## src/rtl/alu_seq_pkg.sv

```systemverilog
`default_nettype none
// ============================================================================
// Module      : alu_seq_pkg
// Description : Shared definitions for the sequential ALU. This package holds
//               the 5-bit opcode constants, the FSM state enum and a small
//               opcode-decode helper.
// Ports       : none (package)
// Revision    : 1.0 - initial release
// ============================================================================
package alu_seq_pkg;

    // Base (single-cycle) opcodes, bit4 = 0
    localparam logic [4:0] c_op_add    = 5'b00000;
    localparam logic [4:0] c_op_sub    = 5'b00001;
    localparam logic [4:0] c_op_slt    = 5'b00010;
    localparam logic [4:0] c_op_sltu   = 5'b00011;
    localparam logic [4:0] c_op_srl    = 5'b00100;
    localparam logic [4:0] c_op_sll    = 5'b00101;
    localparam logic [4:0] c_op_sra    = 5'b00110;
    localparam logic [4:0] c_op_xor    = 5'b01000;
    localparam logic [4:0] c_op_or     = 5'b01001;
    localparam logic [4:0] c_op_and    = 5'b01010;

    // Multiply/divide opcodes, bit4 = 1 and bit3 = 0
    localparam logic [4:0] c_op_mul    = 5'b10000;
    localparam logic [4:0] c_op_mulh   = 5'b10001;
    localparam logic [4:0] c_op_mulhsu = 5'b10010;
    localparam logic [4:0] c_op_mulhu  = 5'b10011;
    localparam logic [4:0] c_op_div    = 5'b10100;
    localparam logic [4:0] c_op_divu   = 5'b10101;
    localparam logic [4:0] c_op_rem    = 5'b10110;
    localparam logic [4:0] c_op_remu   = 5'b10111;

    typedef enum logic [0:0] {
        IDLE = 1'b0,
        BUSY = 1'b1
    } state_t;

    // The 10xxx block is the iterative multiply/divide group; 11xxx is unused.
    function automatic logic is_mdiv_op(input logic [4:0] op);
        return (op[4:3] == 2'b10);
    endfunction

endpackage
`default_nettype wire

```

## src/rtl/alu_seq_if.sv

```systemverilog
`default_nettype none
// ============================================================================
// Module      : alu_seq_if
// Description : Request/response bundle of the sequential ALU.
// Ports       : i_valid/o_ready  request handshake
//               i_op_a, i_op_b   operands (N bits)
//               i_alu_op         5-bit opcode
//               i_flush          abort in-flight operation
//               o_valid          one-cycle result strobe
//               o_alu_data       result (N bits), held between strobes
//               o_busy           iterative operation in progress
//               Modport master drives requests; modport slave is the ALU.
// Revision    : 1.0 - initial release
// ============================================================================
interface alu_seq_if #(
    parameter int N = 32
);
    logic         i_valid;
    logic         o_ready;
    logic [N-1:0] i_op_a;
    logic [N-1:0] i_op_b;
    logic [4:0]   i_alu_op;
    logic         i_flush;
    logic         o_valid;
    logic [N-1:0] o_alu_data;
    logic         o_busy;

    modport master (
        output i_valid, i_op_a, i_op_b, i_alu_op, i_flush,
        input  o_ready, o_valid, o_alu_data, o_busy
    );

    modport slave (
        input  i_valid, i_op_a, i_op_b, i_alu_op, i_flush,
        output o_ready, o_valid, o_alu_data, o_busy
    );
endinterface
`default_nettype wire

```

## src/rtl/alu_base_n.sv

```systemverilog
`default_nettype none
// ============================================================================
// Module      : alu_base_n
// Description : Purely combinational single-cycle ALU datapath (add, sub,
//               compares, shifts, logic). Unlisted opcodes give zero.
// Ports       : i_op_a, i_op_b  operands (N bits)
//               i_alu_op        5-bit opcode
//               o_result        result (N bits)
// Revision    : 1.0 - initial release
// ============================================================================
module alu_base_n
    import alu_seq_pkg::*;
#(
    parameter int N   = 32,
    parameter int SHW = $clog2(N)
) (
    input  logic [N-1:0] i_op_a,
    input  logic [N-1:0] i_op_b,
    input  logic [4:0]   i_alu_op,
    output logic [N-1:0] o_result
);

    logic [SHW-1:0] w_shamt;
    logic           w_lt_s;
    logic           w_lt_u;

    assign w_shamt = i_op_b[SHW-1:0];
    assign w_lt_s  = ($signed(i_op_a) < $signed(i_op_b));
    assign w_lt_u  = (i_op_a < i_op_b);

    always_comb begin
        o_result = '0;
        case (i_alu_op)
            c_op_add:  o_result = i_op_a + i_op_b;
            c_op_sub:  o_result = i_op_a - i_op_b;
            c_op_slt:  o_result = {{(N-1){1'b0}}, w_lt_s};
            c_op_sltu: o_result = {{(N-1){1'b0}}, w_lt_u};
            c_op_srl:  o_result = i_op_a >> w_shamt;
            c_op_sll:  o_result = i_op_a << w_shamt;
            c_op_sra:  o_result = $signed(i_op_a) >>> w_shamt;
            c_op_xor:  o_result = i_op_a ^ i_op_b;
            c_op_or:   o_result = i_op_a | i_op_b;
            c_op_and:  o_result = i_op_a & i_op_b;
            default:   o_result = '0;
        endcase
    end

endmodule
`default_nettype wire

```

## src/rtl/alu_seq.sv

```systemverilog
`default_nettype none
// ============================================================================
// Module      : alu_seq
// Description : Sequential ALU. Base ops complete in one cycle; multiply and
//               divide iterate one bit per cycle on operand magnitudes over N
//               cycles, sharing one counter and one 2N-bit working register.
//               Divide-by-zero and signed overflow skip the iteration.
// Ports       : i_clk    clock, rising edge
//               i_reset  synchronous active-high reset
//               bus      alu_seq_if slave (request, operands, flush, result)
// Revision    : 1.0 - initial release
// ============================================================================
module alu_seq
    import alu_seq_pkg::*;
#(
    parameter int N   = 32,
    parameter int SHW = $clog2(N)
) (
    input  logic     i_clk,
    input  logic     i_reset,
    alu_seq_if.slave bus
);

    localparam int               c_cnt_w = $clog2(N);
    localparam logic [c_cnt_w-1:0] c_last = c_cnt_w'(N - 1);
    localparam logic [N-1:0]     c_int_min = {1'b1, {(N-1){1'b0}}};

    // ------------------------------------------------------------------
    // State
    // ------------------------------------------------------------------
    state_t             r_state;
    logic [c_cnt_w-1:0] r_cnt;
    logic [2*N-1:0]     r_work;   // mul: {acc_hi, multiplier/acc_lo}; div: {rem, dividend/quotient}
    logic [N-1:0]       r_opnd;   // mul: multiplicand magnitude; div: divisor magnitude
    logic               r_neg_q;  // negate product / quotient at the end
    logic               r_neg_r;  // negate remainder at the end
    logic [2:0]         r_op;     // low opcode bits of the running M op
    logic               r_valid;
    logic [N-1:0]       r_data;

    // ------------------------------------------------------------------
    // Request decode
    // ------------------------------------------------------------------
    logic [4:0]   w_op;
    logic [N-1:0] w_a;
    logic [N-1:0] w_b;
    logic         w_accept;
    logic         w_is_mop;
    logic         w_is_div;
    logic         w_div_signed;
    logic         w_b_zero;
    logic         w_ovf;
    logic         w_a_sgn;
    logic         w_b_sgn;
    logic         w_a_neg;
    logic         w_b_neg;
    logic [N-1:0] w_a_mag;
    logic [N-1:0] w_b_mag;
    logic [N-1:0] w_base_res;
    logic [N-1:0] w_bypass;
    logic [N-1:0] w_quick;
    logic         w_start_iter;

    assign w_op         = bus.i_alu_op;
    assign w_a          = bus.i_op_a;
    assign w_b          = bus.i_op_b;
    assign w_accept     = bus.i_valid & bus.o_ready & ~bus.i_flush;
    assign w_is_mop     = is_mdiv_op(w_op);
    assign w_is_div     = w_is_mop & w_op[2];
    assign w_div_signed = ~w_op[0];          // DIV/REM signed, DIVU/REMU unsigned
    assign w_b_zero     = (w_b == '0);
    assign w_ovf        = w_div_signed & (w_a == c_int_min) & (&w_b);

    // Operand signedness: MUL/MULH signed x signed, MULHSU signed x unsigned,
    // MULHU unsigned x unsigned; DIV/REM signed, DIVU/REMU unsigned.
    assign w_a_sgn = w_is_div ? w_div_signed : (w_op[1:0] != 2'b11);
    assign w_b_sgn = w_is_div ? w_div_signed : (w_op[1] == 1'b0);
    assign w_a_neg = w_a_sgn & w_a[N-1];
    assign w_b_neg = w_b_sgn & w_b[N-1];
    // Negating INT_MIN yields itself, which is the correct unsigned magnitude.
    assign w_a_mag = w_a_neg ? (~w_a + 1'b1) : w_a;
    assign w_b_mag = w_b_neg ? (~w_b + 1'b1) : w_b;

    alu_base_n #(
        .N   (N),
        .SHW (SHW)
    ) u_base (
        .i_op_a   (w_a),
        .i_op_b   (w_b),
        .i_alu_op (w_op),
        .o_result (w_base_res)
    );

    // Divide special cases resolved without iterating.
    always_comb begin
        w_bypass = '0;
        if (w_b_zero) begin
            w_bypass = w_op[1] ? w_a : '1;
        end else begin
            w_bypass = w_op[1] ? '0 : w_a;
        end
    end

    assign w_start_iter = w_is_mop & ~(w_is_div & (w_b_zero | w_ovf));
    // Base ops (and 11xxx, which the base unit maps to zero) or divide bypass.
    assign w_quick      = w_is_mop ? w_bypass : w_base_res;

    // ------------------------------------------------------------------
    // One iteration step on the shared working register
    // ------------------------------------------------------------------
    logic [N:0]     w_mul_sum;
    logic [2*N-1:0] w_mul_next;
    logic [N:0]     w_rem_sh;
    logic           w_ge;
    logic [N-1:0]   w_rem_sub;
    logic [N-1:0]   w_rem_new;
    logic [2*N-1:0] w_div_next;
    logic [2*N-1:0] w_work_next;

    // Shift-add: add multiplicand into the high half when the current
    // multiplier bit is set, then shift the whole accumulator right.
    assign w_mul_sum  = {1'b0, r_work[2*N-1:N]} + (r_work[0] ? {1'b0, r_opnd} : '0);
    assign w_mul_next = {w_mul_sum, r_work[N-1:1]};

    // Restoring divide: shift next dividend bit into the partial remainder,
    // subtract the divisor only if it fits; the outcome is the quotient bit.
    // The shifted remainder is kept at N+1 bits since it can reach 2*divisor-1.
    assign w_rem_sh   = r_work[2*N-1:N-1];
    assign w_ge       = (w_rem_sh >= {1'b0, r_opnd});
    assign w_rem_sub  = w_rem_sh[N-1:0] - r_opnd;
    assign w_rem_new  = w_ge ? w_rem_sub : w_rem_sh[N-1:0];
    assign w_div_next = {w_rem_new, r_work[N-2:0], w_ge};

    assign w_work_next = r_op[2] ? w_div_next : w_mul_next;

    // ------------------------------------------------------------------
    // Sign correction applied to the last iteration's value
    // ------------------------------------------------------------------
    logic [2*N-1:0] w_prod;
    logic [N-1:0]   w_quo;
    logic [N-1:0]   w_rem;
    logic [N-1:0]   w_quo_s;
    logic [N-1:0]   w_rem_s;
    logic [N-1:0]   w_final;

    assign w_prod  = r_neg_q ? (~w_mul_next + 1'b1) : w_mul_next;
    assign w_quo   = w_div_next[N-1:0];
    assign w_rem   = w_div_next[2*N-1:N];
    assign w_quo_s = r_neg_q ? (~w_quo + 1'b1) : w_quo;
    assign w_rem_s = r_neg_r ? (~w_rem + 1'b1) : w_rem;

    always_comb begin
        w_final = '0;
        if (r_op[2]) begin
            w_final = r_op[1] ? w_rem_s : w_quo_s;
        end else if (r_op[1:0] == 2'b00) begin
            w_final = w_prod[N-1:0];
        end else begin
            w_final = w_prod[2*N-1:N];
        end
    end

    // ------------------------------------------------------------------
    // Control FSM with registered outputs
    // ------------------------------------------------------------------
    always_ff @(posedge i_clk) begin
        if (i_reset) begin
            r_state <= IDLE;
            r_cnt   <= '0;
            r_work  <= '0;
            r_opnd  <= '0;
            r_neg_q <= 1'b0;
            r_neg_r <= 1'b0;
            r_op    <= '0;
            r_valid <= 1'b0;
            r_data  <= '0;
        end else begin
            r_valid <= 1'b0;
            case (r_state)
                IDLE: begin
                    if (w_accept) begin
                        if (w_start_iter) begin
                            r_state <= BUSY;
                            r_cnt   <= '0;
                            r_op    <= w_op[2:0];
                            r_neg_q <= w_a_neg ^ w_b_neg;
                            r_neg_r <= w_a_neg;
                            if (w_is_div) begin
                                r_work <= {{N{1'b0}}, w_a_mag};
                                r_opnd <= w_b_mag;
                            end else begin
                                r_work <= {{N{1'b0}}, w_b_mag};
                                r_opnd <= w_a_mag;
                            end
                        end else begin
                            r_valid <= 1'b1;
                            r_data  <= w_quick;
                        end
                    end
                end
                BUSY: begin
                    if (bus.i_flush) begin
                        r_state <= IDLE;
                        r_cnt   <= '0;
                    end else begin
                        r_work <= w_work_next;
                        if (r_cnt == c_last) begin
                            r_state <= IDLE;
                            r_cnt   <= '0;
                            r_valid <= 1'b1;
                            r_data  <= w_final;
                        end else begin
                            r_cnt <= r_cnt + 1'b1;
                        end
                    end
                end
            endcase
        end
    end

    assign bus.o_valid    = r_valid;
    assign bus.o_alu_data = r_data;
    assign bus.o_busy     = (r_state == BUSY);
    assign bus.o_ready    = (r_state == IDLE);

endmodule
`default_nettype wire

```

## src/flat_wrapper.sv

```systemverilog
// flat-port wrapper written by rule: the top's interface ports become plain ports
module alu_seq_flat import alu_seq_pkg::*;
#(
    parameter int N   = 32,
    parameter int SHW = $clog2(N)
)
  (i_clk, i_reset, bus_i_valid, bus_i_op_a, bus_i_op_b, bus_i_alu_op, bus_i_flush, bus_o_ready, bus_o_valid, bus_o_alu_data, bus_o_busy);
  alu_seq_if #(.N(N)) bus_i ();
  input  logic i_clk;
  input  logic i_reset;
  input wire logic [$bits(bus_i.i_valid)-1:0] bus_i_valid;
  input wire logic [$bits(bus_i.i_op_a)-1:0] bus_i_op_a;
  input wire logic [$bits(bus_i.i_op_b)-1:0] bus_i_op_b;
  input wire logic [$bits(bus_i.i_alu_op)-1:0] bus_i_alu_op;
  input wire logic [$bits(bus_i.i_flush)-1:0] bus_i_flush;
  output wire logic [$bits(bus_i.o_ready)-1:0] bus_o_ready;
  output wire logic [$bits(bus_i.o_valid)-1:0] bus_o_valid;
  output wire logic [$bits(bus_i.o_alu_data)-1:0] bus_o_alu_data;
  output wire logic [$bits(bus_i.o_busy)-1:0] bus_o_busy;
  assign bus_i.i_valid = bus_i_valid;
  assign bus_i.i_op_a = bus_i_op_a;
  assign bus_i.i_op_b = bus_i_op_b;
  assign bus_i.i_alu_op = bus_i_alu_op;
  assign bus_i.i_flush = bus_i_flush;
  assign bus_o_ready = bus_i.o_ready;
  assign bus_o_valid = bus_i.o_valid;
  assign bus_o_alu_data = bus_i.o_alu_data;
  assign bus_o_busy = bus_i.o_busy;
  alu_seq #(.N(N), .SHW(SHW)) u_core (.i_clk(i_clk), .i_reset(i_reset), .bus(bus_i));
endmodule
```

## config.mk

```make
export PLATFORM = sky130hd
export DESIGN_NAME = alu_seq_flat
export DESIGN_NICKNAME = d
export VERILOG_FILES = /design/src/rtl/alu_seq_pkg.sv /design/src/rtl/alu_seq_if.sv /design/src/rtl/alu_base_n.sv /design/src/rtl/alu_seq.sv /design/src/flat_wrapper.sv
export SDC_FILE = /design/constraint.sdc
export NUM_CORES = 1
export LEC_CHECK = 0
export BUFFER_PORTS_ARGS = -buffer_cell sky130_fd_sc_hd__buf_4
export CORE_MARGIN = 2
export CORE_UTILIZATION = 45
export DETAILED_ROUTE_END_ITERATION = 7
export HOLD_SLACK_MARGIN = 0.08
export REMOVE_ABC_BUFFERS = 1
export SYNTH_ARGS = -nofsm -noshare
export SYNTH_HDL_FRONTEND = slang
export SYNTH_HIERARCHICAL = 1
export SYNTH_SLANG_ARGS = --single-unit
```

## constraint.sdc

```tcl
create_clock -name i_clk -period 12.25 [get_ports i_clk]
set_input_delay 1.225 -clock i_clk [delete_from_list [all_inputs] [get_ports i_clk]]
set_output_delay 1.225 -clock i_clk [all_outputs]
set_load 0.005 [all_outputs]
```

# Yosys cells after proc, flatten, opt, wreduce, memory -nomap -nowiden
# Cells that the tools add are included.
[op_classes]
n_div = 0
eq_ne = 18
addsub = 10
muxes = 44
n_lt_le_gt_ge = 3
n_mul = 0
n_bitwise = 24
reduce_logical = 8
shifts = 3
[ops]
columns = ["operator", "n"]
rows = [
  ["$mux W32", 19],
  ["$mux W64", 5],
  ["$pmux W32 S10", 1],
  ["$add A32 B1 Y32 const B", 4],
  ["$not A32 Y32", 4],
  ["$pmux W64 S2", 1],
  ["$add A64 B1 Y64 const B", 1],
  ["$lt A32 B32 Y1", 2],
  ["$not A64 Y64", 1],
  ["$pmux W32 S2", 1],
  ["$sub A32 B32 Y32", 2],
  ["$add A32 B33 Y33", 1],
  ["$ge A33 B32 Y1", 1],
  ["$add A32 B32 Y32", 1],
  ["$and A32 B32 Y32", 1],
  ["$eq A32 B32 Y1 const B", 1],
  ["$logic_not A32 Y1", 1],
  ["$or A32 B32 Y32", 1],
  ["$reduce_and A32 Y1", 1],
  ["$shl A32 B5 Y32", 1],
  ["$shr A32 B5 Y32", 1],
  ["$sshr A32 B5 Y32", 1],
  ["$xor A32 B32 Y32", 1],
  ["$mux W5", 4],
  ["20 further kinds", 53],
]
[totals]
n_memories = 0
inputBits = 73
mem_bits_rw = 0
elab_cells = 119
mem_bits_ro = 0
latchBits = 0
register_bits = 140

# Depth between registers and ports, before layout
[logic_depth]
depth_word = 10
depth_mapped = 22
depth_no_buf = 18

# Hierarchy
# The synthesis kept the hierarchy.
[modules_own_cells]
columns = ["module", "area_each_um2", "instances", "seq_area_each_um2", "cells_each"]
rows = [
  ["alu_seq", 17963.5, 1, 2802.7, 2655],
  ["alu_base_n", 8941.1, 1, 0.0, 1275],
]

# Least setup slack after synthesis
# OpenSTA, ideal clock, no wires.
[synth_path]
path_type = "register to register"
start = "reg u_core.r_opnd[6]"
end = "reg u_core.r_data[30] (netlist: u_core/bus.o_alu_data[30])"
slack_ps = 7246
path_buffers = 4
path_stages_with_launch = 23
arrival_time_ps = 4918
period_less_slack_ps = 5004
path_cell_list = "dfxtp_1 -> inv_1 -> ha_1 -> buf_2 -> nand2_2 -> or3_1 -> a2111oi_4 -> o31ai_4 -> nand2_4 -> buf_1 -> clkbuf_1 -> a21oi_1 -> inv_1 -> ha_1 -> inv_1 -> or3_1 -> o22ai_1 -> nand3_1 -> clkbuf_1 -> or3_1 -> a222oi_1 -> a21oi_1 -> a211oi_1"
[synth_via]
elab_chain_cells = 10
elab_cells_between_ends = 20
[synth_lines]
columns = ["element", "line", "source"]
rows = [
  ["from (decl)", "alu_seq.sv:34", "logic [N-1:0] r_opnd;"],
  ["from (signal assigned)", "alu_seq.sv:190", "r_opnd <= w_b_mag;"],
  ["from (signal assigned)", "alu_seq.sv:193", "r_opnd <= w_a_mag;"],
  ["$mux W32, or another cell as far along", "alu_seq.sv:122", "assign w_mul_sum = {1'b0, r_work[2*N-1:N]} + (r_work[0] ? {1'b0, r_opnd} : '0);"],
  ["$add A32 B33 Y33 / $mux W32 (equally long branches)", "alu_seq.sv:122, alu_seq.sv:131", ""],
  ["$not A64 Y64 / $not A32 Y32 (equally long branches)", "alu_seq.sv:146, alu_seq.sv:150", ""],
  ["$add A64 B1 Y64 / $add A32 B1 Y32 (equally long branches)", "alu_seq.sv:146, alu_seq.sv:150", ""],
  ["$mux W64 / $mux W32 (equally long branches)", "alu_seq.sv:146, alu_seq.sv:150", ""],
  ["$mux W32 (on tied branches)", "alu_seq.sv:156, alu_seq.sv:155", ""],
  ["$mux W32 (*)", "alu_seq.sv:154", "if (r_op[2]) begin"],
  ["$mux W32 (*)", "alu_seq.sv:207", "if (r_cnt == c_last) begin"],
  ["$mux W32 (*)", "alu_seq.sv:202", "if (bus.i_flush) begin"],
  ["$pmux W32 S2 (*)", "alu_seq.sv:179", "case (r_state)"],
  ["to (signal assigned)", "alu_seq.sv:197", "r_data <= w_quick;"],
  ["to (signal assigned)", "alu_seq.sv:211", "r_data <= w_final;"],
  ["to (decl)", "alu_seq.sv:39", "logic [N-1:0] r_data;"],
]
# Every way passes the cells marked *; elsewhere a longest branch is shown, timed or not. The select of a mux whose other input is x is not followed.
# A chain may end at the register's enable or synchronous reset.

# Worst setup path after layout
[layout_path]
start = "reg u_core.r_opnd[10]"
end = "reg u_core.r_data[20] (netlist: u_core/bus.o_alu_data[20])"
# The elaborated chain is that of the path after synthesis.

==> impl_metrics.ini <==
[die]
dieArea_sq_um = 61800
ios = 108
die_w_um = 249
coreArea_sq_um = 59000
rows = 89
die_h_um = 249
initial_utilization_pct = 45.6

[grt]
grt_max_degree = 73
grt_pass1_vias = 28900
grt_overflow_total = 0
grt_pass1_wl_mm = 187
grt_util_all_layers_pct = 38.8
antenna_found_initial = 1

[power_and_ir_drop]
vdd_drop_max_mv = 0.108
power_leakage_nw = 10.9
power.total_w = 0.00221
power_density_nw_per_um2 = 78.0

[worst_setup_path]
slowest_stage = nand3_1
crit_start = u_core/r_opnd[10]$_SDFFE_PP0P_
r2r_cells = 18
rrSetupSlack_ns = 6.20
rr_endpoint = u_core/bus.o_alu_data[20]$_SDFFE_PP0P_
rr_startpoint = u_core/r_opnd[10]$_SDFFE_PP0P_
end_kind = flip-flop
crit_fanout = 43
path_cells = inv_1 -> ha_1 -> nand3_1 -> or3_1 -> a2111oi_4 -> o31ai_4 -> buf_4 -> nand2_4 -> mux2i_1 -> ha_1 -> inv_1 -> or3_1 -> o22ai_1 -> nand3_1 -> nor4b_1 -> mux2i_1 -> o31a_1 -> a31o_2
setup.worst_path.class = flip-flop to flip-flop
critPathBufInv = 3
worstSetupEndpoint = u_core/bus.o_alu_data[20]$_SDFFE_PP0P_
critPathRequiredTime_ns = 12.60
arrival_ns = 6.40
critical-path-top-delay-family = simple AND/OR/NAND/NOR gates
cp-start-kind = flip-flop
crit_cells = 18
slowest_delay_ns = 0.52

[sta]
hold_violations = 0
setup_viol = 0
worst_slew_pin_slew_ns = 1.35
slew_headroom_pct = 9.37
rsz0062_at_grt = no
skew_ns = 0.0139
drv_slew = 0
max_freq_mhz = 165
period_minus_slack_ns = 6.05
setup_tns_ns = 0
finalCritPeriodShare_pct = 49.4

[yosys]
synth.avg_cell_area_sq_um = 6.85
yosysUniqueCellTypes = 112
synth_edf_count = 0
synthArstFlopShare_pct = 0
synth_warnings = 6
syn_inst = 3930
synth_largest_area_cell = dfxtp_1
synth_area_sq_um = 26900
ys_seq_area_share_pct = 10.4
synthTopCellsByArea = dfxtp_1 10%, ha_1 7.9%, a21oi_1 6.8%
netlist.area_leader.share_pct = 10.4
ys_seq_elements = 140
synth_flop_cell = dfxtp_1

[clock_network]
cts.sinks = 140
clk_pin_slew_worst_paths_ns = 0.07
clkLatencyLatePin_ns = 0.46
cts-htree-levels = 4
clk_path_buf_depth = 2
cts_resized = 0
holdBufCountCts = 0
root_buffer = clkbuf_16
post_cts_buffers = 0
cts_made_buffers = 17
cts_tree = yes

[detailed_routing]
drt_wl_total_mm = 126
via_per_inst = 6.91
first_iter_violations = 4365
drc = 0
route.met2.wl_mm = 57.0
drt-met1-wl_mm = 49.6
drt-pass1-iter-count = 6
routedWlPerCell_um = 27.6
routed-wl-met3_mm = 10.8
dr_total_vias = 31600
topRoutingLayerUsed = met4
drtAntennaViolNets = 0

[place]
portBuffers = 107
globalplace.congestion = 1.04
dp_hpwl_mm = 94.9

[final_layout]
drive_above_1_share_pct = 9.52
final_common_cell = nor2_1
final_cell_mix = 478 x nor2_1, 385 x nand2_1, 368 x a21oi_1
final_util_pct = 48.1
antenna_cells = 0
layout.nets = 4037
area_growth_pct = 5.41
fill_cells = 6285

[job]
maxCapViolCount = 0

[min_path]
hp-class = flip-flop to flip-flop

[run_status]
outcome = complete, no violations
## worst min path at each step
stage	cells after the start	startpoint	end	slack [ns]
2_1_floorplan	2	u_core/r_opnd[10]$_SDFFE_PP0P_	u_core/r_opnd[10]$_SDFFE_PP0P_	0.43
3_3_place_gp	2	u_core/r_opnd[29]$_SDFFE_PP0P_	u_core/r_opnd[29]$_SDFFE_PP0P_	0.44
3_5_place_dp	2	u_core/r_opnd[29]$_SDFFE_PP0P_	u_core/r_opnd[29]$_SDFFE_PP0P_	0.45
4_1_cts	2	u_core/r_opnd[29]$_SDFFE_PP0P_	u_core/r_opnd[29]$_SDFFE_PP0P_	0.45
5_1_grt	2	u_core/r_opnd[5]$_SDFFE_PP0P_	u_core/r_opnd[5]$_SDFFE_PP0P_	0.48
6_report	2	u_core/r_opnd[5]$_SDFFE_PP0P_	u_core/r_opnd[5]$_SDFFE_PP0P_	0.45
## worst reg2reg max path, delay by kind of cell (launching register included)
| family | cells | cell delay, ns |
|---|---|---|
| adders and majority gates | 2 | 0.74 |
| muxes | 2 | 0.55 |
| and+or+nand+nor | 6 | 2.48 |
| DFF | 1 | 0.39 |
| buffers and inverters | 3 | 0.38 |
| AOI/OAI and AO/OA | 5 | 1.41 |
## synth_stat cells, types with 10 or more instances
cell type,n
o2111ai_1,13
nand3_1,84
o21a_1,25
o211ai_1,92
nor4b_1,12
nand2_1,386
nor2b_1,20
and3_1,35
dfxtp_1,140
o31ai_1,55
mux2_2,35
or4_1,24
o21ai_0,263
o21ai_1,10
inv_1,161
mux2i_1,68
a2111oi_0,21
xnor2_1,112
a221oi_1,23
clkbuf_1,231
buf_2,44
nand2b_1,23
buf_1,29
a22oi_1,33
o221ai_1,13
o22ai_1,25
mux4_2,55
o41ai_1,17
nand4_1,36
or3_1,37
and2_1,19
xor2_1,89
or2_2,14
o21bai_1,15
nor4_1,34
ha_1,170
a21oi_1,368
a311oi_1,23
nand3b_1,13
nor2_1,481
a31oi_1,49
a21o_1,45
nor3_1,125
a211oi_1,139
a211o_1,19
## registers in the layout, indices dropped and copies added, names as in the netlist
signal	count
u_core/r_cnt	5
u_core/bus.o_busy	1
u_core/bus.o_valid	1
u_core/r_work	64
u_core/r_neg_r	1
u_core/r_neg_q	1
u_core/r_opnd	32
u_core/bus.o_alu_data	32
u_core/r_op	3
## metrics by stage
stage / setup WS [ns] / hold WS (ns) / instances / cell area (sq um)
2_1_floorplan: 5.85 / 0.426 / 3612 / 25600
3_5_place_dp: 6.02 / 0.445 / 4544 / 27800
3_3_place_gp: 6.07 / 0.444 / 4544 / 27800
5_1_grt: 5.99 / 0.478 / 4576 / 28400
4_1_cts: 6.32 / 0.454 / 4576 / 28400
6_report: 6.20 / 0.454 / 4576 / 28400
## cell families after synthesis
family | Yosys count | share of synthesized area (%)
xor gates and xnor gates | 201 | 6.54
DFF | 140 | 10.4
and+or+nand+nor | 1392 | 24.4
adders and majority gates | 174 | 8.20
AOI/OAI and AO/OA | 1375 | 33.9
buffers and inverters | 483 | 7.31
muxes | 165 | 9.28
## cell type report
| class | count | area (sq um) | share of cell area [%] |
|---|---|---|---|
| multi-input combinational | 3307 | 22200 | 78.2 |
| clock inverter | 15 | 153 | 0.538 |
| tap | 773 | 967 | 3.41 |
| clock buffer | 17 | 425 | 1.50 |
| timing repair buffer | 159 | 1190 | 4.21 |
| inverter | 165 | 622 | 2.19 |
| sequential | 140 | 2810 | 9.92 |
## per-layer routing
| metal | GRT usage (%) | up-vias |
|---|---|---|
| met5 | 0 | - |
| met4 | 22.9 | 0 |
| met3 | 4.55 | 369 |
| met2 | 62.8 | 1925 |
| met1 | 49.7 | 15000 |
| li1 | - | 14400 |
## power breakdown
group / leakage, nW / total [W] / internal, W / switching, W
sequential: 1.14 / 0.000496 / 0.000469 / 0.0000274
clock: 0.281 / 0.000525 / 0.000271 / 0.000255
combinational: 9.45 / 0.00119 / 0.000387 / 0.000804
No activity file was read; power rests on OpenSTA's default activity.
